**config.mk**
```make
export PLATFORM = sky130hd
export DESIGN_NAME = pc_update
export DESIGN_NICKNAME = d
export VERILOG_FILES = /design/src/rtl/pc_update.sv
export SDC_FILE = /design/constraint.sdc
export NUM_CORES = 1
export LEC_CHECK = 0
export ABC_CLOCK_PERIOD_IN_PS = 5060
export CELL_PAD_IN_SITES_DETAIL_PLACEMENT = 1
export CELL_PAD_IN_SITES_GLOBAL_PLACEMENT = 2
export CORE_AREA = 2 2 173 175
export CTS_CLUSTER_SIZE = 24
export DETAILED_ROUTE_END_ITERATION = 6
export DIE_AREA = 0 0 175 177
export GPL_TIMING_DRIVEN = 0
export PLACE_DENSITY_LB_ADDON = 0.15
export SETUP_SLACK_MARGIN = 0.2
export SLEW_MARGIN = 20
export SYNTH_ARGS = -nofsm -noshare
export SYNTH_HDL_FRONTEND = slang
export SYNTH_SLANG_ARGS = --single-unit
```
**constraint.sdc**
```tcl
create_clock -name clk_i -period 5.06 [get_ports clk_i]
set_input_delay 0.759 -clock clk_i [delete_from_list [all_inputs] [get_ports clk_i]]
set_output_delay 0.759 -clock clk_i [all_outputs]
set_load 0.01 [all_outputs]
```
**src/rtl/pc_update.sv**
```systemverilog
// Y86-64 program counter, architectural status and retired-instruction counter.
// Selects the next PC from fetch/execute results and freezes once the core leaves AOK.
module pc_update #(
  parameter logic [63:0] RESET_PC = 64'd0
) (
  input  logic        clk_i,
  input  logic        rst_i,
  input  logic        en_i,
  input  logic [3:0]  icode_i,
  input  logic        cnd_i,
  input  logic [63:0] valC_i,
  input  logic [63:0] valP_i,
  input  logic [63:0] valM_i,
  input  logic        instr_valid_i,
  input  logic        imem_error_i,
  input  logic        dmem_error_i,
  output logic [63:0] PC_o,
  output logic [2:0]  stat_o,
  output logic        halted_o,
  output logic [63:0] retired_o
);

  typedef enum logic [2:0] {
    STAT_AOK = 3'd1,
    STAT_HLT = 3'd2,
    STAT_ADR = 3'd3,
    STAT_INS = 3'd4
  } stat_e;

  typedef enum logic [3:0] {
    I_HALT   = 4'h0,
    I_NOP    = 4'h1,
    I_RRMOVQ = 4'h2,
    I_IRMOVQ = 4'h3,
    I_RMMOVQ = 4'h4,
    I_MRMOVQ = 4'h5,
    I_OPQ    = 4'h6,
    I_JXX    = 4'h7,
    I_CALL   = 4'h8,
    I_RET    = 4'h9,
    I_PUSHQ  = 4'hA,
    I_POPQ   = 4'hB
  } icode_e;

  stat_e       stat_q, stat_d;
  stat_e       instr_stat;
  logic [63:0] pc_q, pc_d;
  logic [63:0] retired_q, retired_d;
  logic [63:0] new_pc;

  // Fetch address faults outrank decode faults, which outrank data faults.
  always_comb begin
    instr_stat = STAT_AOK;
    if (imem_error_i)            instr_stat = STAT_ADR;
    else if (!instr_valid_i)     instr_stat = STAT_INS;
    else if (dmem_error_i)       instr_stat = STAT_ADR;
    else if (icode_i == I_HALT)  instr_stat = STAT_HLT;
  end

  always_comb begin
    new_pc = valP_i;
    if (icode_i == I_CALL)                new_pc = valC_i;
    else if (icode_i == I_JXX && cnd_i)   new_pc = valC_i;
    else if (icode_i == I_RET)            new_pc = valM_i;
  end

  always_comb begin
    stat_d    = stat_q;
    pc_d      = pc_q;
    retired_d = retired_q;
    if (stat_q == STAT_AOK && en_i) begin
      case (instr_stat)
        STAT_AOK: begin
          pc_d      = new_pc;
          retired_d = retired_q + 64'd1;
        end
        STAT_HLT: begin
          // HALT retires but leaves the PC on the halting instruction.
          stat_d    = STAT_HLT;
          retired_d = retired_q + 64'd1;
        end
        default: stat_d = instr_stat;
      endcase
    end
  end

  always_ff @(posedge clk_i or posedge rst_i) begin
    if (rst_i) begin
      stat_q    <= STAT_AOK;
      pc_q      <= RESET_PC;
      retired_q <= '0;
    end else begin
      stat_q    <= stat_d;
      pc_q      <= pc_d;
      retired_q <= retired_d;
    end
  end

  assign PC_o      = pc_q;
  assign stat_o    = stat_q;
  assign halted_o  = (stat_q != STAT_AOK);
  assign retired_o = retired_q;

endmodule
```
==> summary.md, run 1 <==
| Metric | Value |
|---|---|
| Result of the run | `finished, final reports clean` |
| Length of routed met3 wiring | `2.242 mm` |
| DRT antenna net count | `0` |
| Filler Cells Inserted | `3235` |
| Post-synth EDFFs | `0` |
| Post-synthesis async set-or-reset flop share | `100.0%` |
| DRT Pass-1 Iters | `4` |
| Netlist Area Pre-Place | `6885 um^2` |
| Cell taking the most area after synthesis | `sky130_fd_sc_hd__dfrtp_1` |
| Sum of net half-perimeters after detailed placement | `20.47 mm` |
| Ys Warns | `0` |
| Clock H-tree levels | `4` |
| Placement Setup Slack | `1.193 ns` |
| Leakage | `4.600 nW` |
| Worst supply voltage drop on vdd | `0.2045 mV` |
| Number of distinct library cell variants in the gate-level netlist after synthesis | `37` |
| Startpoint class of the critical path | `input port` |
| Layout cell share with drive strength beyond 1 | `12.43%` |
| Clock-pin slew of the registers on the worst-case setup and hold paths | `0.06 ns` |
| Overall die area | `30980 um^2` |
| CTS Hold Bufs | `0` |
| Worst Clk Skew | `0.01295 ns` |
| Met2 Wirelength | `13.04 mm` |
| Final period demand of the worst path | `3.262 ns` |
| Mapped Avg Cell Area | `10.63 um^2` |
| Post-Synthesis Net Count | `852` |
| Share of the core filled with cells in the final layout | `38.87%` |
| Core Region | `29240 um^2` |
| Number of nets in the final layout | `1206` |
| Cells after Synth | `648` |
| Top sig layer | `met5` |
| Overall fraction of global-route tracks in use | `16.99%` |
| First-pass GRT wire length | `39.78 mm` |
| WL per Instance | `18.51 um` |
| Data arrival time of the worst path | `3.54 ns` |
| Unrepaired setup endpoints after global routing | `no` |
| Initial DRC Count | `170` |
| Initial cell density of the core | `23.54%` |
| Pwr Density | `231.6 nW/um^2` |
| Clock Tree Root | `sky130_fd_sc_hd__clkbuf_16` |
| Slew at the pin closest to its max-slew limit | `1.011 ns` |
| Die extent in x | `175 um` |
| Seq cells post-synth | `131` |
| Total design power | `0.002633 W` |
| Largest stage delay on the critical path | `0.76 ns` |
| Total routed wirelength | `26.01 mm` |
| CP max-delay cell | `sky130_fd_sc_hd__nor3_2` |
| Final setup fails | `0` |
| Via/cell ratio | `4.431` |
| Achievable frequency | `306.6 MHz` |
| Data required time of the critical path | `5.34 ns` |
| Number of rows created at floorplan | `63` |
| Sequential element share of the synthesized area | `47.63%` |
| Largest net degree at the start of global routing | `74` |
| Clock net sink count | `131` |
| Capturing element type of the critical path | `register` |
| Number of top-level pins | `335` |
| Crit path setup slack, layout | `1.798 ns` |
| Die boundary height | `177 um` |
| Fraction of post-synthesis cell area in the top cell type by area | `47.25%` |
| Post-cts resize count | `0` |
| Clk buf depth | `2` |
| Flip-flop cell with the highest count after synthesis | `sky130_fd_sc_hd__dfrtp_1` |
| Total congestion overflow | `0` |
| Reported max-cap violation count | `0` |
| Headroom to the max-slew limit | `32.25%` |
| Vias in the first global route | `6777` |
| Routability-driven placement congestion ratio | `0.7520` |
| Overall via count from detail_route | `6226` |
| Length of routed wiring on met1 | `10.54 mm` |
| Min Hold Slack | `0.4750 ns` |
| TritonCTS clock tree | `built` |
| Synthesis-to-finish area growth | `65.11%` |
| Share of the clock period used by the worst path after layout | `64.46%` |
| Synth top area cells | `sky130_fd_sc_hd__dfrtp_1 (47%), sky130_fd_sc_hd__mux2_2 (11%), sky130_fd_sc_hd__mux2i_1 (9.3%)` |
| Setup TNS after final layout | `0 ns` |
| Final hold viol count | `0` |
| Clock latency on the worst-skew pair | `0.42 ns` |
| Largest fanout of any net on the critical path | `10` |
| Max-slew violation count | `0` |
| Antenna violations before repair | `2` |
| Type of the tightest min-delay check | `register to register` |
| Buffers on Ports | `334` |
| Buffers inserted by post-CTS timing repair | `0` |
| Drc violations | `0` |
| Cells traversed along the worst timing path | `clkdlybuf4s50_1 -> nand2_1 -> nor3_2 -> clkbuf_1 -> mux2_2 -> mux2i_1 -> o21ai_0` |
| Num CTS Buffers | `17` |
| Crit Path Category | `input port to register` |
## path summary, 6_finish.rpt
kind	to	cells past startpoint	start	slack, ns
worst max-delay path	PC_o[8]	7	icode_i[3]	1.80
worst min-delay path	PC_o[4]	2	PC_o[4]	0.47
worst max register to register	PC_o[1]	8	stat_o[0]	2.54
worst min register to register	PC_o[4]	2	PC_o[4]	0.47
max in group asynchronous	stat_o[0]	3	rst_i	3.53
min in group asynchronous	retired_o[37]	2	rst_i	0.78
## Yosys cell counts (3+ instances only)
cell	count
sky130_fd_sc_hd__nand3_1	22
sky130_fd_sc_hd__nand4_1	19
sky130_fd_sc_hd__xor2_1	36
sky130_fd_sc_hd__mux2_2	65
sky130_fd_sc_hd__dfrtp_1	130
sky130_fd_sc_hd__inv_1	8
sky130_fd_sc_hd__and2_1	3
sky130_fd_sc_hd__nand2_1	94
sky130_fd_sc_hd__o21ai_0	66
sky130_fd_sc_hd__buf_2	8
sky130_fd_sc_hd__xnor2_1	27
sky130_fd_sc_hd__nor2_1	19
sky130_fd_sc_hd__mux2i_1	64
sky130_fd_sc_hd__nor4_1	12
sky130_fd_sc_hd__nor4_4	4
sky130_fd_sc_hd__clkbuf_1	19
sky130_fd_sc_hd__and3_1	8
sky130_fd_sc_hd__or2_2	4
sky130_fd_sc_hd__nor3_1	18
## report_power, final
| part | internal (W) | leakage [nW] | switching [W] |
|---|---|---|---|
| combinational | 0.000189 | 2.50 | 0.0000861 |
| clock | 0.000796 | 0.299 | 0.000514 |
| sequential | 0.00105 | 1.80 | 0 |
## stage by stage
step,area [um^2],cells
2_1_floorplan,6885,648
3_3_place_gp,10720,1372
3_5_place_dp,10750,1373
4_1_cts,11370,1404
5_1_grt,11370,1404
6_report,11370,1405
## metal layers
layer / track usage, % / vias to the layer above
met5: 0 / -
met4: 3.542 / 4
met3: 6.959 / 14
met2: 29.35 / 204
met1: 19.80 / 3019
li1: - / 2985
## cells by family after synthesis
logic type	Yosys count	synth area share, %
simple gates	217	16.75
buf+inv	37	2.271
flops	131	47.63
compound gates	70	5.215
mux	129	19.93
xor+xnor	63	8.014
fa+ha+maj	1	0.1817
## layout make-up
cell class	count	area, um^2	share of cell area, %
multi-input combinational	480	3450	30.34
clock buffer	18	439.2	3.863
sequential	131	3279	28.85
timing repair buffer	335	3371	29.65
clock inverter	13	175.2	1.541
tap	390	488.0	4.292
antenna	1	2.502	0.02201
inverter	8	37.54	0.3302
buffer	29	126.4	1.112
## worst max-delay path: cells and delay by family
family | cells | cell delay (ns)
buf+inv | 2 | 1.23
simple gates | 2 | 0.84
mux | 2 | 0.59
compound gates | 1 | 0.10
## cell usage in the layout (no fill, tap or decap), types with 22 or more instances in the layout
master                            Yosys  layout
sky130_fd_sc_hd__nand3_1             22      22
sky130_fd_sc_hd__clkdlybuf4s50_1      0     334
sky130_fd_sc_hd__o21ai_0             66      66
sky130_fd_sc_hd__mux2_2              65      65
sky130_fd_sc_hd__xnor2_1             27      27
sky130_fd_sc_hd__mux2i_1             64      64
sky130_fd_sc_hd__xor2_1              36      36
sky130_fd_sc_hd__nand2_1             94      94
sky130_fd_sc_hd__dfrtp_1            130     130
## sequential cells by signal, summed over array words and instances (netlist names)
name and cells:
PC_o 64, retired_o 64, stat_o 3
Power figures use the tool's default switching activity.
==> run 2, diff against run 1 <==
--- a/config.mk
+++ b/config.mk
@@ -5,7 +5,7 @@
 export SDC_FILE = /design/constraint.sdc
 export NUM_CORES = 1
 export LEC_CHECK = 0
-export ABC_CLOCK_PERIOD_IN_PS = 5060
+export ABC_CLOCK_PERIOD_IN_PS = 3120
 export CELL_PAD_IN_SITES_DETAIL_PLACEMENT = 1
 export CELL_PAD_IN_SITES_GLOBAL_PLACEMENT = 2
 export CORE_AREA = 2 2 173 175
==> constraint.sdc (replaced) <==
create_clock -name clk_i -period 3.12 [get_ports clk_i]
set_input_delay 0.468 -clock clk_i [delete_from_list [all_inputs] [get_ports clk_i]]
set_output_delay 0.468 -clock clk_i [all_outputs]
set_load 0.01 [all_outputs]
==> run 2 against run 1 <==
Combinational power is 68% higher; total power is 65% higher; setup slack worse by 1.2 ns; sequential cell count stayed put; non-clock buffer count is 4 higher; via count is 0.24% higher; largest cell class unchanged; largest power group unchanged.
==> summary.md, run 2 (synthesis results as in run 1) <==
| Metric | Value |
|---|---|
| Drc violations | `0` |
| CTS Hold Bufs | `0` |
| Data required time of the critical path | `3.41 ns` |
| Clock latency on the worst-skew pair | `0.42 ns` |
| Initial cell density of the core | `23.54%` |
| Share of the clock period used by the worst path after layout | `80.86%` |
| Clock net sink count | `131` |
| First-pass GRT wire length | `39.99 mm` |
| Capturing element type of the critical path | `register` |
| Total routed wirelength | `26.06 mm` |
| Die extent in x | `175 um` |
| Final setup fails | `0` |
| CP max-delay cell | `sky130_fd_sc_hd__clkbuf_1` |
| Leakage | `4.650 nW` |
| Largest fanout of any net on the critical path | `10` |
| Startpoint class of the critical path | `input port` |
| Worst Clk Skew | `0.01175 ns` |
| Vias in the first global route | `6941` |
| Placement Setup Slack | `-0.4402 ns` |
| Overall die area | `30980 um^2` |
| Crit path setup slack, layout | `0.5972 ns` |
| Clock Tree Root | `sky130_fd_sc_hd__clkbuf_16` |
| Setup TNS after final layout | `0 ns` |
| Largest net degree at the start of global routing | `31` |
| Number of rows created at floorplan | `63` |
| Sum of net half-perimeters after detailed placement | `20.81 mm` |
| DRT Pass-1 Iters | `4` |
| Slew at the pin closest to its max-slew limit | `0.6697 ns` |
| Overall via count from detail_route | `6241` |
| Max-slew violation count | `0` |
| Buffers on Ports | `334` |
| TritonCTS clock tree | `built` |
| Achievable frequency | `396.4 MHz` |
| Largest stage delay on the critical path | `0.52 ns` |
| Layout cell share with drive strength beyond 1 | `13.05%` |
| Synthesis-to-finish area growth | `66.60%` |
| Pwr Density | `379.7 nW/um^2` |
| Worst supply voltage drop on vdd | `0.3462 mV` |
| Final hold viol count | `0` |
| Num CTS Buffers | `17` |
| Clk buf depth | `2` |
| Number of nets in the final layout | `1210` |
| DRT antenna net count | `0` |
| Crit Path Category | `input port to register` |
| Number of top-level pins | `335` |
| Reported max-cap violation count | `0` |
| Type of the tightest min-delay check | `input port to asynchronous set/reset pin` |
| Unrepaired setup endpoints after global routing | `no` |
| Routability-driven placement congestion ratio | `0.7796` |
| Overall fraction of global-route tracks in use | `17.03%` |
| Result of the run | `finished, final reports clean` |
| Reg2reg path depth | `6` |
| Most used cells in the layout excluding fill and tap cells | `sky130_fd_sc_hd__clkdlybuf4s50_1 (334), sky130_fd_sc_hd__dfrtp_1 (130), sky130_fd_sc_hd__nand2_1 (94)` |
| Clock H-tree levels | `4` |
| Most common cell after layout, fill and taps aside | `sky130_fd_sc_hd__clkdlybuf4s50_1` |
| Core Region | `29240 um^2` |
| Data arrival time of the worst path | `2.82 ns` |
| Clock-pin slew of the registers on the worst-case setup and hold paths | `0.07 ns` |
| Die boundary height | `177 um` |
| Buffers inserted by post-CTS timing repair | `0` |
| Headroom to the max-slew limit | `54.94%` |
| WL per Instance | `18.47 um` |
| Final period demand of the worst path | `2.523 ns` |
| Cells traversed along the worst timing path | `clkdlybuf4s50_1 -> nand2_1 -> nor3_4 -> clkbuf_1 -> mux2_2 -> mux2i_1 -> o21ai_0` |
| Initial DRC Count | `191` |
| Total congestion overflow | `0` |
| Filler Cells Inserted | `3227` |
| Antenna violations before repair | `2` |
| Via/cell ratio | `4.423` |
[run 2: cell type report]
class	count	area [um^2]	area share [%]
timing repair buffer	339	3451	30.08
clock buffer	18	429.2	3.741
buffer	29	130.1	1.134
inverter	8	33.78	0.2945
multi-input combinational	480	3456	30.13
sequential	131	3279	28.59
clock inverter	14	198.9	1.734
tap	390	488.0	4.254
antenna	2	5.005	0.04363
[run 2: worst max-delay path: cells and delay by family]
| kind | cells | cell delay, ns |
|---|---|---|
| AO/OA/AOI/OAI | 1 | 0.10 |
| AND/OR/NAND/NOR | 2 | 0.60 |
| buffers and inverters | 2 | 1.03 |
| multiplexers | 2 | 0.60 |
[run 2: where the power goes]
| part | total, W | internal, W | switching, W |
|---|---|---|---|
| logic | 0.000462 | 0.000317 | 0.000145 |
| clock network | 0.00219 | 0.00135 | 0.000845 |
| registers | 0.00170 | 0.00170 | 0 |
| total | 0.00436 | 0.00337 | 0.000990 |
[run 2: stage by stage]
stage	power (W)	cells	hold WS [ns]	instance area [um^2]	util, %
after floorplan	0.001881	648	0.5039	6889	-
after global placement	0.002185	1372	0.4608	10720	36.66
after detailed placement	0.002204	1377	0.4641	10830	37.03
after CTS	0.004431	1409	0.3670	11460	39.19
after global routing	0.004537	1410	0.3739	11470	39.22
final	0.004355	1411	0.3806	11470	39.22
[run 2: worst paths after layout]
path,start,end,slack [ns]
min in group clk_i,PC_o[45],PC_o[45],0.48
min reg2reg,PC_o[45],PC_o[45],0.48
max,icode_i[3],PC_o[29],0.60
max reg2reg,stat_o[0],retired_o[56],0.71
max in group asynchronous,rst_i,PC_o[2],2.09
min,rst_i,retired_o[57],0.38
[run 2: per-layer routing]
metal | up-vias | share of wire, % | track usage [%]
met3 | 20 | 9.5 | 7.324
met1 | 3015 | 38 | 18.62
li1 | 2997 | - | -
met2 | 209 | 50 | 29.92
met4 | 0 | 1.7 | 5.139
met5 | - | 0 | 0
[run 2: repair_timing]
| action | 4_1_cts | 5_1_grt |
|---|---|---|
| pin swaps | 0 | 0 |
| resized for setup | 1 | 6 |
| setup endpoints to repair | 10 | 6 |
==> run 3, diff against run 2 <==
--- a/config.mk
+++ b/config.mk
@@ -5,13 +5,13 @@
 export SDC_FILE = /design/constraint.sdc
 export NUM_CORES = 1
 export LEC_CHECK = 0
-export ABC_CLOCK_PERIOD_IN_PS = 3120
+export ABC_CLOCK_PERIOD_IN_PS = 2300
 export CELL_PAD_IN_SITES_DETAIL_PLACEMENT = 1
 export CELL_PAD_IN_SITES_GLOBAL_PLACEMENT = 2
-export CORE_AREA = 2 2 173 175
+export CORE_AREA = 2 2 180 182
 export CTS_CLUSTER_SIZE = 24
 export DETAILED_ROUTE_END_ITERATION = 6
-export DIE_AREA = 0 0 175 177
+export DIE_AREA = 0 0 182 184
 export GPL_TIMING_DRIVEN = 0
 export PLACE_DENSITY_LB_ADDON = 0.15
 export SETUP_SLACK_MARGIN = 0.2
==> constraint.sdc (replaced) <==
create_clock -name clk_i -period 2.3 [get_ports clk_i]
set_input_delay 0.345 -clock clk_i [delete_from_list [all_inputs] [get_ports clk_i]]
set_output_delay 0.345 -clock clk_i [all_outputs]
set_load 0.01 [all_outputs]
==> run 3 against run 2 <==
Utilization fell by 0.60 points; sequential cell count did not move; largest cell class unchanged; worst hold slack got worse by 0.10 ns; sequential power rose by 35%; die area rose by 8.1%; combinational power rose by 40%; design area rose by 5.7%; critical endpoint is now halted_o; largest power group unchanged.
==> summary.md, run 3 (synthesis results as in run 1) <==
| Metric | Value |
|---|---|
| Number of nets in the final layout | `1242` |
| Sequential cell area in the final layout | `3283 um^2` |
| First-pass GRT wire length | `41.67 mm` |
| Vias in the first global route | `6881` |
| DRT antenna net count | `0` |
| Sum of net half-perimeters after detailed placement | `21.41 mm` |
| Number of top-level pins | `335` |
| Switching power | `0.001305 W` |
| Most used cells in the layout excluding fill and tap cells | `sky130_fd_sc_hd__clkdlybuf4s50_1 (330), sky130_fd_sc_hd__dfrtp_1 (127), sky130_fd_sc_hd__nand2_1 (92)` |
| Worst Clk Skew | `0.01110 ns` |
| Final period demand of the worst path | `2.085 ns` |
| Clock net sink count | `131` |
| Startpoint class of the critical path | `register` |
| Initial DRC Count | `161` |
| WP buf/inv | `2` |
| Clock network power share | `50.9%` |
| Area occupied by multi-input gates | `3715 um^2` |
| Final hold viol count | `0` |
| Slew at the pin closest to its max-slew limit | `0.6045 ns` |
| Design Area, Final | `12120 um^2` |
| Type of the tightest min-delay check | `input port to asynchronous set/reset pin` |
| Largest stage delay on the critical path | `0.54 ns` |
| Result of the run | `finished, final reports clean` |
| P_int | `0.004703 W` |
| Clock H-tree levels | `4` |
| Reported max-cap violation count | `0` |
| Unrepaired setup endpoints after global routing | `yes` |
| Num CTS Buffers | `17` |
| Overall fraction of global-route tracks in use | `16.63%` |
| CP max-delay cell | `sky130_fd_sc_hd__dfstp_2` |
| Headroom to the max-slew limit | `59.33%` |
| Die extent in x | `182 um` |
| Die boundary height | `184 um` |
| Buffers on Ports | `334` |
| Sw Share | `21.72%` |
| Capturing element type of the critical path | `output pin` |
| Number of rows created at floorplan | `65` |
| Antenna violations before repair | `3` |
| Share of the clock period used by the worst path after layout | `90.66%` |
| Share of the core filled with cells in the final layout | `38.62%` |
| Most common cell after layout, fill and taps aside | `sky130_fd_sc_hd__clkdlybuf4s50_1` |
| Crit-path leading delay family | `flip-flops` |
| Max-slew violation count | `0` |
| Clock latency on the worst-skew pair | `0.43 ns` |
| Cells traversed along the worst timing path | `buf_4 -> or3b_2 -> clkdlybuf4s15_1` |
| Core Region | `31390 um^2` |
| Via/cell ratio | `4.381` |
| Clk buf depth | `2` |
| Pwr Density | `495.5 nW/um^2` |
| Data arrival time of the worst path | `1.74 ns` |
| WL per Instance | `18.96 um` |
| Routability-driven placement congestion ratio | `0.7172` |
| Largest fanout of any net on the critical path | `2` |
| Total congestion overflow | `0` |
| Clock Tree Root | `sky130_fd_sc_hd__clkbuf_16` |
| Layout cell share with drive strength beyond 1 | `19.70%` |
| Clock-pin slew of the registers on the worst-case setup and hold paths | `0.06 ns` |
| Total routed wirelength | `27.57 mm` |
| Instance area after placement | `10850 um^2` |
| Crit Path Category | `register to output pin` |
| Largest net degree at the start of global routing | `31` |
| Achievable frequency | `479.6 MHz` |
| Final setup fails | `0` |
| Filler Cells Inserted | `3466` |
| Overall die area | `33490 um^2` |
| TritonCTS clock tree | `built` |
| Leakage | `5.080 nW` |
| Synthesis-to-finish area growth | `76.09%` |
| DRT Pass-1 Iters | `4` |
| Comb pwr share | `10.8%` |
| Data required time of the critical path | `1.96 ns` |
| Worst supply voltage drop on vdd | `0.4937 mV` |
| Initial cell density of the core | `21.93%` |
| Drc violations | `0` |
| Overall via count from detail_route | `6370` |
| Sequential cell fraction of total power | `38.4%` |
-- run 3: changes by cell type in the layout (fill, tap and decap cells not counted), sizes merged --
cell / delta
bufinv: +1
clkdlybuf4s50: -4
buf: +33
clkbuf: +1
clkinvlp: +1
clkdlybuf4s15: +1
dlymetal6s2s: +2
inv: -4
dlygate4sd2: +1
diode: -1
-- run 3: cell type report --
class / instances / share of cell area, %
clock buffers: 20 / 3.684
clock inverters: 12 / 1.692
well taps: 402 / 4.149
repair buffers: 372 / 30.82
flip-flops and latches: 131 / 27.08
multi-input cells: 480 / 30.64
diodes: 1 / 0.02064
inverters: 8 / 0.2786
plain buffers: 28 / 1.641
-- run 3: worst reg2reg max path: cells and delay by family (launching register included) --
family,cells,cell delay [ns]
buf+inv,3,0.50
xor+xnor,1,0.14
simple gates,4,0.77
flops,1,0.54
-- run 3: metal layers --
metal,track usage [%],vias up,routed length [um]
met3,6.319,19,2177
met5,0,-,10
met2,29.34,206,13970
met4,3.839,2,279
met1,19.04,3081,11130
li1,-,3062,-
-- run 3: stage by stage --
stage	hold WS [ns]	total power (W)	cells	TNS [ns]	setup slack (ns)
2_1_floorplan	0.4410	0.002551	648	0	0.2594
3_3_place_gp	0.4601	0.002968	1384	-228.31	-1.402
3_5_place_dp	0.4696	0.002995	1389	-54.61	-1.065
4_1_cts	0.2649	0.006119	1440	0	0.1689
5_1_grt	0.2845	0.006256	1453	0	0.1537
6_report	0.2759	0.006008	1454	0	0.2147
-- run 3: path summary, 6_finish.rpt --
check | depth (start not counted) | endpoint | startpoint | slack (ns)
min in group clk_i | 2 | stat_o[2] | instr_valid_i | 0.36
worst max-delay path | 3 | halted_o | stat_o[0] | 0.21
worst min-delay path | 2 | retired_o[62] | rst_i | 0.28
max in group asynchronous | 4 | stat_o[0] | rst_i | 1.25
worst min register to register | 2 | PC_o[32] | PC_o[32] | 0.48
worst max register to register | 8 | retired_o[62] | stat_o[0] | 0.28
-- run 3: timing repair --
action / 4_1_cts / 5_1_grt
setup buffers: 19 / 13
gates resized for setup: 44 / 52
pin swaps: 10 / 19
endpoints found under the setup margin: 101 / 94
hold buffers: 0 / 0
cloned: 1 / 0
-- run 3: power groups by stage --
| stage | Clock, W | Sequential [W] | Combinational [W] |
|---|---|---|---|
| final | 0.00306 | 0.00230 | 0.000647 |
| after CTS | 0.00316 | 0.00230 | 0.000660 |
| after floorplan | 0 | 0.00235 | 0.000204 |
| after detailed placement | 0 | 0.00235 | 0.000648 |
| after global placement | 0 | 0.00235 | 0.000620 |
| after global routing | 0.00325 | 0.00230 | 0.000706 |
